`src/rtl/gpio_bank_if.sv`:
```
// Single-cycle register handshake between the peripheral bus master and gpio_bank.
// The master drives select/write/address/data; the bank returns ack and read data.
interface gpio_bank_if #(
    parameter int WIDTH = 8
);
    logic             reg_sel;
    logic             reg_wr;
    logic [2:0]       reg_addr;
    logic [WIDTH-1:0] reg_wdata;
    logic [WIDTH-1:0] reg_rdata;
    logic             reg_ack;

    modport master (
        output reg_sel, reg_wr, reg_addr, reg_wdata,
        input  reg_rdata, reg_ack
    );

    modport slave (
        input  reg_sel, reg_wr, reg_addr, reg_wdata,
        output reg_rdata, reg_ack
    );
endinterface

```
`src/rtl/gpio_bank.sv`:
```
// WIDTH-pin bidirectional GPIO bank: registered pad drive/enable, synchronised inputs,
// per-pin edge interrupts. Define GPIO_DEBOUNCE_EN to insert a per-pin debounce counter.
module gpio_bank #(
    parameter int WIDTH           = 8,
    parameter int SYNC_STAGES     = 2,
    parameter int DEBOUNCE_CYCLES = 16
) (
    input  logic             core_clk,
    input  logic             core_rstn,
    gpio_bank_if.slave       bus,
    output logic [WIDTH-1:0] pad_out,
    output logic [WIDTH-1:0] pad_oeb,
    input  logic [WIDTH-1:0] pad_in,
    output logic             irq
);

    if (WIDTH < 1 || WIDTH > 32 || SYNC_STAGES < 2 || DEBOUNCE_CYCLES < 1) begin : g_param_check
        $error("gpio_bank: parameter out of range");
    end

    typedef enum logic {IDLE, ACK} state_t;

    state_t           state_q;
    logic             ack_q;
    logic [WIDTH-1:0] rdata_q, rdata_d;
    logic [WIDTH-1:0] dout_q, oeb_q, ien_q, ipol_q, istat_q, istat_d;
    logic [WIDTH-1:0] din_reg_q, din_prev_q;
    logic [WIDTH-1:0] sync_q [SYNC_STAGES];
    logic [WIDTH-1:0] sync_out;
    logic [WIDTH-1:0] evt, w1c;
    logic             irq_q;
    logic             wr_en;

    assign sync_out = sync_q[SYNC_STAGES-1];

    always_ff @(posedge core_clk or negedge core_rstn) begin
        if (!core_rstn) begin
            for (int s = 0; s < SYNC_STAGES; s++) sync_q[s] <= '0;
        end else begin
            sync_q[0] <= pad_in;
            for (int s = 1; s < SYNC_STAGES; s++) sync_q[s] <= sync_q[s-1];
        end
    end

`ifdef GPIO_DEBOUNCE_EN
    localparam int CNT_W = $clog2(DEBOUNCE_CYCLES + 1);
    logic [CNT_W-1:0] cnt_q [WIDTH];

    // A pin has only one candidate value (~DIN), so any bounce back to DIN restarts the count.
    always_ff @(posedge core_clk or negedge core_rstn) begin
        if (!core_rstn) begin
            din_reg_q <= '0;
            for (int i = 0; i < WIDTH; i++) cnt_q[i] <= '0;
        end else begin
            for (int i = 0; i < WIDTH; i++) begin
                if (sync_out[i] == din_reg_q[i]) begin
                    cnt_q[i] <= '0;
                end else if (cnt_q[i] == CNT_W'(DEBOUNCE_CYCLES)) begin
                    din_reg_q[i] <= sync_out[i];
                    cnt_q[i]     <= '0;
                end else begin
                    cnt_q[i] <= cnt_q[i] + 1'b1;
                end
            end
        end
    end
`else
    always_ff @(posedge core_clk or negedge core_rstn) begin
        if (!core_rstn) din_reg_q <= '0;
        else            din_reg_q <= sync_out;
    end
`endif

    assign wr_en = (state_q == IDLE) && bus.reg_sel && bus.reg_wr;

    // Events use the IPOL value before any write landing on the same edge.
    assign evt     = (din_reg_q & ~din_prev_q & ipol_q) | (~din_reg_q & din_prev_q & ~ipol_q);
    assign w1c     = (wr_en && bus.reg_addr == 3'd5) ? bus.reg_wdata : '0;
    assign istat_d = (istat_q & ~w1c) | evt;

    always_ff @(posedge core_clk or negedge core_rstn) begin
        if (!core_rstn) begin
            dout_q     <= '0;
            oeb_q      <= '1;
            ien_q      <= '0;
            ipol_q     <= '0;
            istat_q    <= '0;
            din_prev_q <= '0;
            irq_q      <= 1'b0;
        end else begin
            din_prev_q <= din_reg_q;
            istat_q    <= istat_d;
            irq_q      <= |(istat_q & ien_q);
            if (wr_en) begin
                case (bus.reg_addr)
                    3'd0:    dout_q <= bus.reg_wdata;
                    3'd1:    oeb_q  <= bus.reg_wdata;
                    3'd3:    ien_q  <= bus.reg_wdata;
                    3'd4:    ipol_q <= bus.reg_wdata;
                    default: ;
                endcase
            end
        end
    end

    always_comb begin
        rdata_d = '0;
        case (bus.reg_addr)
            3'd0:    rdata_d = dout_q;
            3'd1:    rdata_d = oeb_q;
            3'd2:    rdata_d = din_reg_q;
            3'd3:    rdata_d = ien_q;
            3'd4:    rdata_d = ipol_q;
            3'd5:    rdata_d = istat_q;
            default: rdata_d = '0;
        endcase
    end

    always_ff @(posedge core_clk or negedge core_rstn) begin
        if (!core_rstn) begin
            state_q <= IDLE;
            ack_q   <= 1'b0;
            rdata_q <= '0;
        end else begin
            case (state_q)
                IDLE: begin
                    if (bus.reg_sel) begin
                        state_q <= ACK;
                        ack_q   <= 1'b1;
                        rdata_q <= rdata_d;
                    end else begin
                        ack_q   <= 1'b0;
                        rdata_q <= '0;
                    end
                end
                default: begin
                    state_q <= IDLE;
                    ack_q   <= 1'b0;
                    rdata_q <= '0;
                end
            endcase
        end
    end

    assign bus.reg_ack   = ack_q;
    assign bus.reg_rdata = rdata_q;
    assign pad_out       = dout_q;
    assign pad_oeb       = oeb_q;
    assign irq           = irq_q;

endmodule

```
`src/flat_wrapper.sv`:
```
// flat-port wrapper written by rule: the top's interface ports become plain ports
module gpio_bank_flat 
#(
    parameter int WIDTH           = 8,
    parameter int SYNC_STAGES     = 2,
    parameter int DEBOUNCE_CYCLES = 16
)
  (core_clk, core_rstn, pad_out, pad_oeb, pad_in, irq, bus_reg_sel, bus_reg_wr, bus_reg_addr, bus_reg_wdata, bus_reg_rdata, bus_reg_ack);
  gpio_bank_if #(.WIDTH(WIDTH)) bus_i ();
  input  logic core_clk;
  input  logic core_rstn;
  output logic [WIDTH-1:0] pad_out;
  output logic [WIDTH-1:0] pad_oeb;
  input  logic [WIDTH-1:0] pad_in;
  output logic irq;
  input wire logic [$bits(bus_i.reg_sel)-1:0] bus_reg_sel;
  input wire logic [$bits(bus_i.reg_wr)-1:0] bus_reg_wr;
  input wire logic [$bits(bus_i.reg_addr)-1:0] bus_reg_addr;
  input wire logic [$bits(bus_i.reg_wdata)-1:0] bus_reg_wdata;
  output wire logic [$bits(bus_i.reg_rdata)-1:0] bus_reg_rdata;
  output wire logic [$bits(bus_i.reg_ack)-1:0] bus_reg_ack;
  assign bus_i.reg_sel = bus_reg_sel;
  assign bus_i.reg_wr = bus_reg_wr;
  assign bus_i.reg_addr = bus_reg_addr;
  assign bus_i.reg_wdata = bus_reg_wdata;
  assign bus_reg_rdata = bus_i.reg_rdata;
  assign bus_reg_ack = bus_i.reg_ack;
  gpio_bank #(.WIDTH(WIDTH), .SYNC_STAGES(SYNC_STAGES), .DEBOUNCE_CYCLES(DEBOUNCE_CYCLES)) u_core (.core_clk(core_clk), .core_rstn(core_rstn), .bus(bus_i), .pad_out(pad_out), .pad_oeb(pad_oeb), .pad_in(pad_in), .irq(irq));
endmodule
```
`config.mk`:
```
export PLATFORM = sky130hd
export DESIGN_NAME = gpio_bank_flat
export DESIGN_NICKNAME = d
export VERILOG_FILES = /design/src/rtl/gpio_bank_if.sv /design/src/rtl/gpio_bank.sv /design/src/flat_wrapper.sv
export SDC_FILE = /design/constraint.sdc
export NUM_CORES = 1
export LEC_CHECK = 0
export CORE_MARGIN = 2
export CORE_UTILIZATION = 36
export DETAILED_ROUTE_END_ITERATION = 10
export GPL_ROUTABILITY_DRIVEN = 0
export GPL_TIMING_DRIVEN = 0
export PLACE_DENSITY_LB_ADDON = 0.25
export SETUP_SLACK_MARGIN = 0.15
export SLEW_MARGIN = 20
export SYNTH_ARGS = -nofsm -noshare
export SYNTH_HDL_FRONTEND = slang
export SYNTH_SLANG_ARGS = --single-unit
```
`constraint.sdc`:
```
create_clock -name core_clk -period 2.9 [get_ports core_clk]
set_input_delay 0.58 -clock core_clk [delete_from_list [all_inputs] [get_ports core_clk]]
set_output_delay 0.58 -clock core_clk [all_outputs]
set_load 0.01 [all_outputs]
```
# Word level (Yosys, flattened, before mapping)
# Cells that the tools add are included.
[classes] n_eq_ne=5 muxes=6 bitwise=13 n_reduce_logical=9
[op_table] operator="$and 8x8->8" count=6
[op_table] operator="$pmux 8 s6" count=1
[op_table] operator="$not 8->8" count=4
[op_table] operator="$mux 8" count=3
[op_table] operator="$or 8x8->8" count=2
[op_table] operator="$reduce_and 2->1" count=4
[op_table] operator="$reduce_or 8->1" count=1
[op_table] operator="$eq 3x2->1 const B" count=2
[op_table] operator="$eq 3x3->1 const B" count=2
[op_table] operator="$eq 3x1->1 const B" count=1
[op_table] operator="$logic_and 1x1->1" count=3
[op_table] operator="$logic_not 3->1" count=1
[op_table] operator="$mux 1" count=2
[op_table] operator="$not 1->1" count=1
[word_totals] ff_bits=82 in_bits=23 output_inout_bits=26 elab_cells=45

# Logic depth before layout (Yosys ltp)
[logic_depth] word_depth=8 depth_mapped=5 ltp_nobuf=3

# Worst setup path before layout
# No wires, ideal clock.
[synth_timing] kind="input -> register" from="input bus_reg_sel" to="register u_core.ien_q[0]" setup_ns=0.125 t_arrival_ns=1.561 t_required_ns=2.775 setup_slack_ns=1.214 path_stages=4 path_buffers=1 cell_sequence="nor3b_4 and4_4 buf_12 mux2_4"
[synth_between] elab_chain_len=3
[synth_lines] element="from (decl)" line="flat_wrapper.sv:16" rtl="input wire logic [$bits(bus_i.reg_sel)-1:0] bus_reg_sel;"
[synth_lines] element="$logic_and 1x1->1 (2 in a row)" line="gpio_bank.sv:74" rtl="assign wr_en = (state_q == IDLE) && bus.reg_sel && bus.reg_wr;"
[synth_lines] element="$reduce_and 2->1 (no line)"
[synth_lines] element="to (signal assigned)" line="gpio_bank.sv:98" rtl="3'd3: ien_q <= bus.reg_wdata;"
[synth_lines] element="to (decl)" line="gpio_bank.sv:26" rtl="logic [WIDTH-1:0] dout_q, oeb_q, ien_q, ipol_q, istat_q, istat_d;"
# Every way passes these cells.
# A chain may end at the register's enable or synchronous reset.

# Worst setup path in the final report
[layout_timing] from="input bus_reg_sel" to="register u_core.ien_q[6]"
# The elaborated chain is that of the path after synthesis.

==> results.py <==
metrics = {
    "layout": {
        "fin_area_mm2": 0.00419,
        "areaGrowthSynthToFinish_pct": 25.9,
        "num-fill-cells": 843,
        "multiInputGateArea_mm2": 0.00117,
        "layout-drive-gt1-share_pct": 24.9,
        "final_nets": 316,
        "seqCellArea_mm2": 0.00206,
        "num_antenna_cells": 0,
    },
    "timing": {
        "period_share_pct": 71.6,
        "clock.fmax_mhz": 481,
        "worstMarginPinSlew_ns": 0.675,
        "finalMaxSlewViolations": 0,
        "skew_ns": 0.00413,
        "slew_headroom_pct": 54.6,
        "min_period_ns": 2.08,
        "hold_violations": 0,
        "timing.final.ws_setup_ns": 0.822,
        "setup_viol": 0,
        "rsz0062_at_grt": "no",
    },
    "synth": {
        "async_flop_share_pct": 100,
        "synthCells": 234,
        "synth_top_area_cell": "dfrtp_1",
        "synth_commonest_cells": "dfrtp_1 (74), mux2_2 (25), nand2_1 (22)",
        "avgSynthCellArea_um2": 14.2,
        "synthesis.nets": 257,
        "synth.most_common_cell": "dfrtp_1",
        "synth-seq-cells": 82,
        "synth_top_area_share_pct": 55.6,
        "ys_seq_area_share_pct": 62.0,
        "synth-edff-count": 0,
        "netlist_area_mm2": 0.00333,
        "ys_warn_count": 0,
        "ys.flop_type": "dfrtp_1",
        "ys_types": 36,
        "synthTopCellsByArea": "dfrtp_1 (56%), mux2_2 (8.5%), dfstp_2 (6.3%)",
    },
    "die": {
        "die_area_mm2": 0.0100,
        "ioPinCount": 49,
        "chipHeight_um": 100,
        "die_w_um": 100,
        "std_cell_rows": 35,
        "start_util_pct": 36.5,
        "fp.coreArea_mm2": 0.00911,
    },
    "clock_network": {
        "cts_root_buf": "clkbuf_8",
        "h-tree-depth": 3,
        "cts_setup_buffers": 0,
        "insertion_delay_ns": 0.35,
        "ctsHoldBuffers": 0,
        "cts_tree": "yes",
        "cts_buffers": 9,
        "cts_resized": 0,
        "clock-sinks": 82,
        "clockBufferDepth": 2,
        "clkTransAtPathRegs_ns": 0.08,
    },
    "setup_path": {
        "path_depth": 5,
        "critPathMaxFanout": 8,
        "worst_path_dominant_cell_family": "buffers and inverters",
        "required_ns": 3.14,
        "slowest_stage": "clkdlybuf4s50_1",
        "setup.worst_path.class": "in -> reg",
        "critPathArrivalTime_ns": 2.32,
        "crit_path_max_incr_delay_ns": 0.58,
        "rr_startpoint": "u_core.state_q",
        "endpoint": "u_core.ien_q[6]",
        "cp_num_buf_inv": 2,
        "cp-end-kind": "flip-flop",
        "worst_r2r_endpoint": "u_core.ien_q[6]",
        "startpoint": "bus_reg_sel",
        "r2r_slack_ns": 1.18,
        "reg2regPathDepth": 4,
        "crit_chain": "clkdlybuf4s50_1 > nor3b_4 > and4_4 > buf_12 > mux2_4",
        "crit_path_start_kind": "input port",
    },
    "outcome": {
        "status": "finished clean",
    },
    "placement": {
        "place_ws_ns": 0.425,
        "port_buffers": 47,
        "place_area_mm2": 0.00396,
        "hpwl_um": 4760,
    },
    "routing": {
        "wl_per_cell_um": 17.3,
        "avgViaCountPerCell": 5.18,
        "drc": 0,
        "postRouteAntennaNets": 0,
        "dr.pass1.iters": 4,
        "vias": 2112,
        "routed_wl_um": 7060,
        "drt-initial-drc-count": 97,
    },
    "run": {
        "drv_cap": 0,
    },
    "global_routing": {
        "grt_use_met3_pct": 3.83,
        "antenna_found_initial": 0,
        "grt_pass1_vias": 2066,
        "met2_usage_pct": 22.5,
        "grt_pass1_wl_um": 11100,
        "grtUsageMet1_pct": 21.1,
        "grt_busiest_layer": "met2",
        "grt_start_max_net_pins": 46,
        "track_usage_pct": 15.1,
        "grt-ovfl-total": 0,
    },
    "power_and_ir_drop": {
        "cellPowerDensity_mw_per_mm2": 679,
        "p_leak_nw": 1.82,
        "ir_worst_vdd_v": 0.000303,
    },
    "min_path": {
        "hold_class": "in -> async",
    },
}
==> state kept, by name, summed over array words and instances (netlist names), 8 cells and up <==
register and cells:
u_core.bus.reg_rdata 8, u_core.din_prev_q 8, u_core.din_reg_q 8, u_core.ien_q 8, u_core.ipol_q 8, u_core.istat_q 8, u_core.pad_oeb 8, u_core.pad_out 8
u_core.sync_out 8, u_core.sync_q 8
==> final cells by class <==
type	instances	area share, %
inverters	8	0.716
flip-flops and latches	82	49.2
multi-input cells	134	27.9
plain buffers	10	1.64
clock inverters	2	1.43
clock buffers	13	4.03
repair buffers	48	11.8
well taps	111	3.31
==> metrics by stage <==
stage               utilization [%]  std cells  power, mW  setup TNS, ns  hold WS (ns)
floorplan                         -        234       1.67              0         0.284
detailed placement             43.5        393       1.93              0         0.336
global route                   46.0        408       2.99              0         0.211
global placement               43.2        392       1.92        -129.12         0.334
finish                         46.0        408       2.85              0         0.190
CTS                            46.0        408       2.88              0         0.203
==> cell usage in the layout (no fill, tap or decap), types with 2 or more instances in the layout <==
master and n:
a22oi_1 4, buf_2 3, buf_4 2, bufinv_16 2, clkbuf_1 5, clkbuf_8 12, clkdlybuf4s50_1 46, dfrtp_1 74
dfstp_2 8, inv_1 8, mux2_2 25, mux2_4 8, mux2i_1 10, mux4_2 4, nand2_1 22, nand2b_1 2
nand3b_1 6, nand4b_4 2, nor2_1 10, o211a_1 3, o211ai_1 11, o21ai_0 4, o22ai_1 2, o31ai_1 8
==> worst min-delay path by stage <==
| stage | slack, ns | from | to |
|---|---|---|---|
| after global placement | 0.33 | u_core.sync_out[6] | u_core.din_reg_q[6] |
| after global routing | 0.21 | core_rstn | u_core.din_prev_q[4] |
| after detailed placement | 0.34 | u_core.sync_q[12] | u_core.sync_out[4] |
| after floorplan | 0.28 | core_rstn | u_core.bus.reg_rdata[0] |
| final | 0.19 | core_rstn | u_core.din_prev_q[4] |
| after CTS | 0.20 | core_rstn | u_core.din_prev_q[4] |
==> logic make-up after synthesis <==
logic type	after synthesis	synth area share, %
AO/OA/AOI/OAI	36	7.97
multiplexers	47	17.8
flip-flops	82	62.0
buffers and inverters	18	2.97
AND/OR/NAND/NOR	51	9.32
==> metal layers <==
metal	wire length (um)	part of all wire [%]
met5	0	0
met4	95	1.3
met2	3310	47
met1	3270	46
met3	374	5.3
==> power by group <==
group	switching, mW	total [mW]	internal (mW)
Sequential	0.108	1.41	1.30
Combinational	0.192	0.491	0.299
Clock	0.392	0.944	0.552
Power figures use the tool's default switching activity.
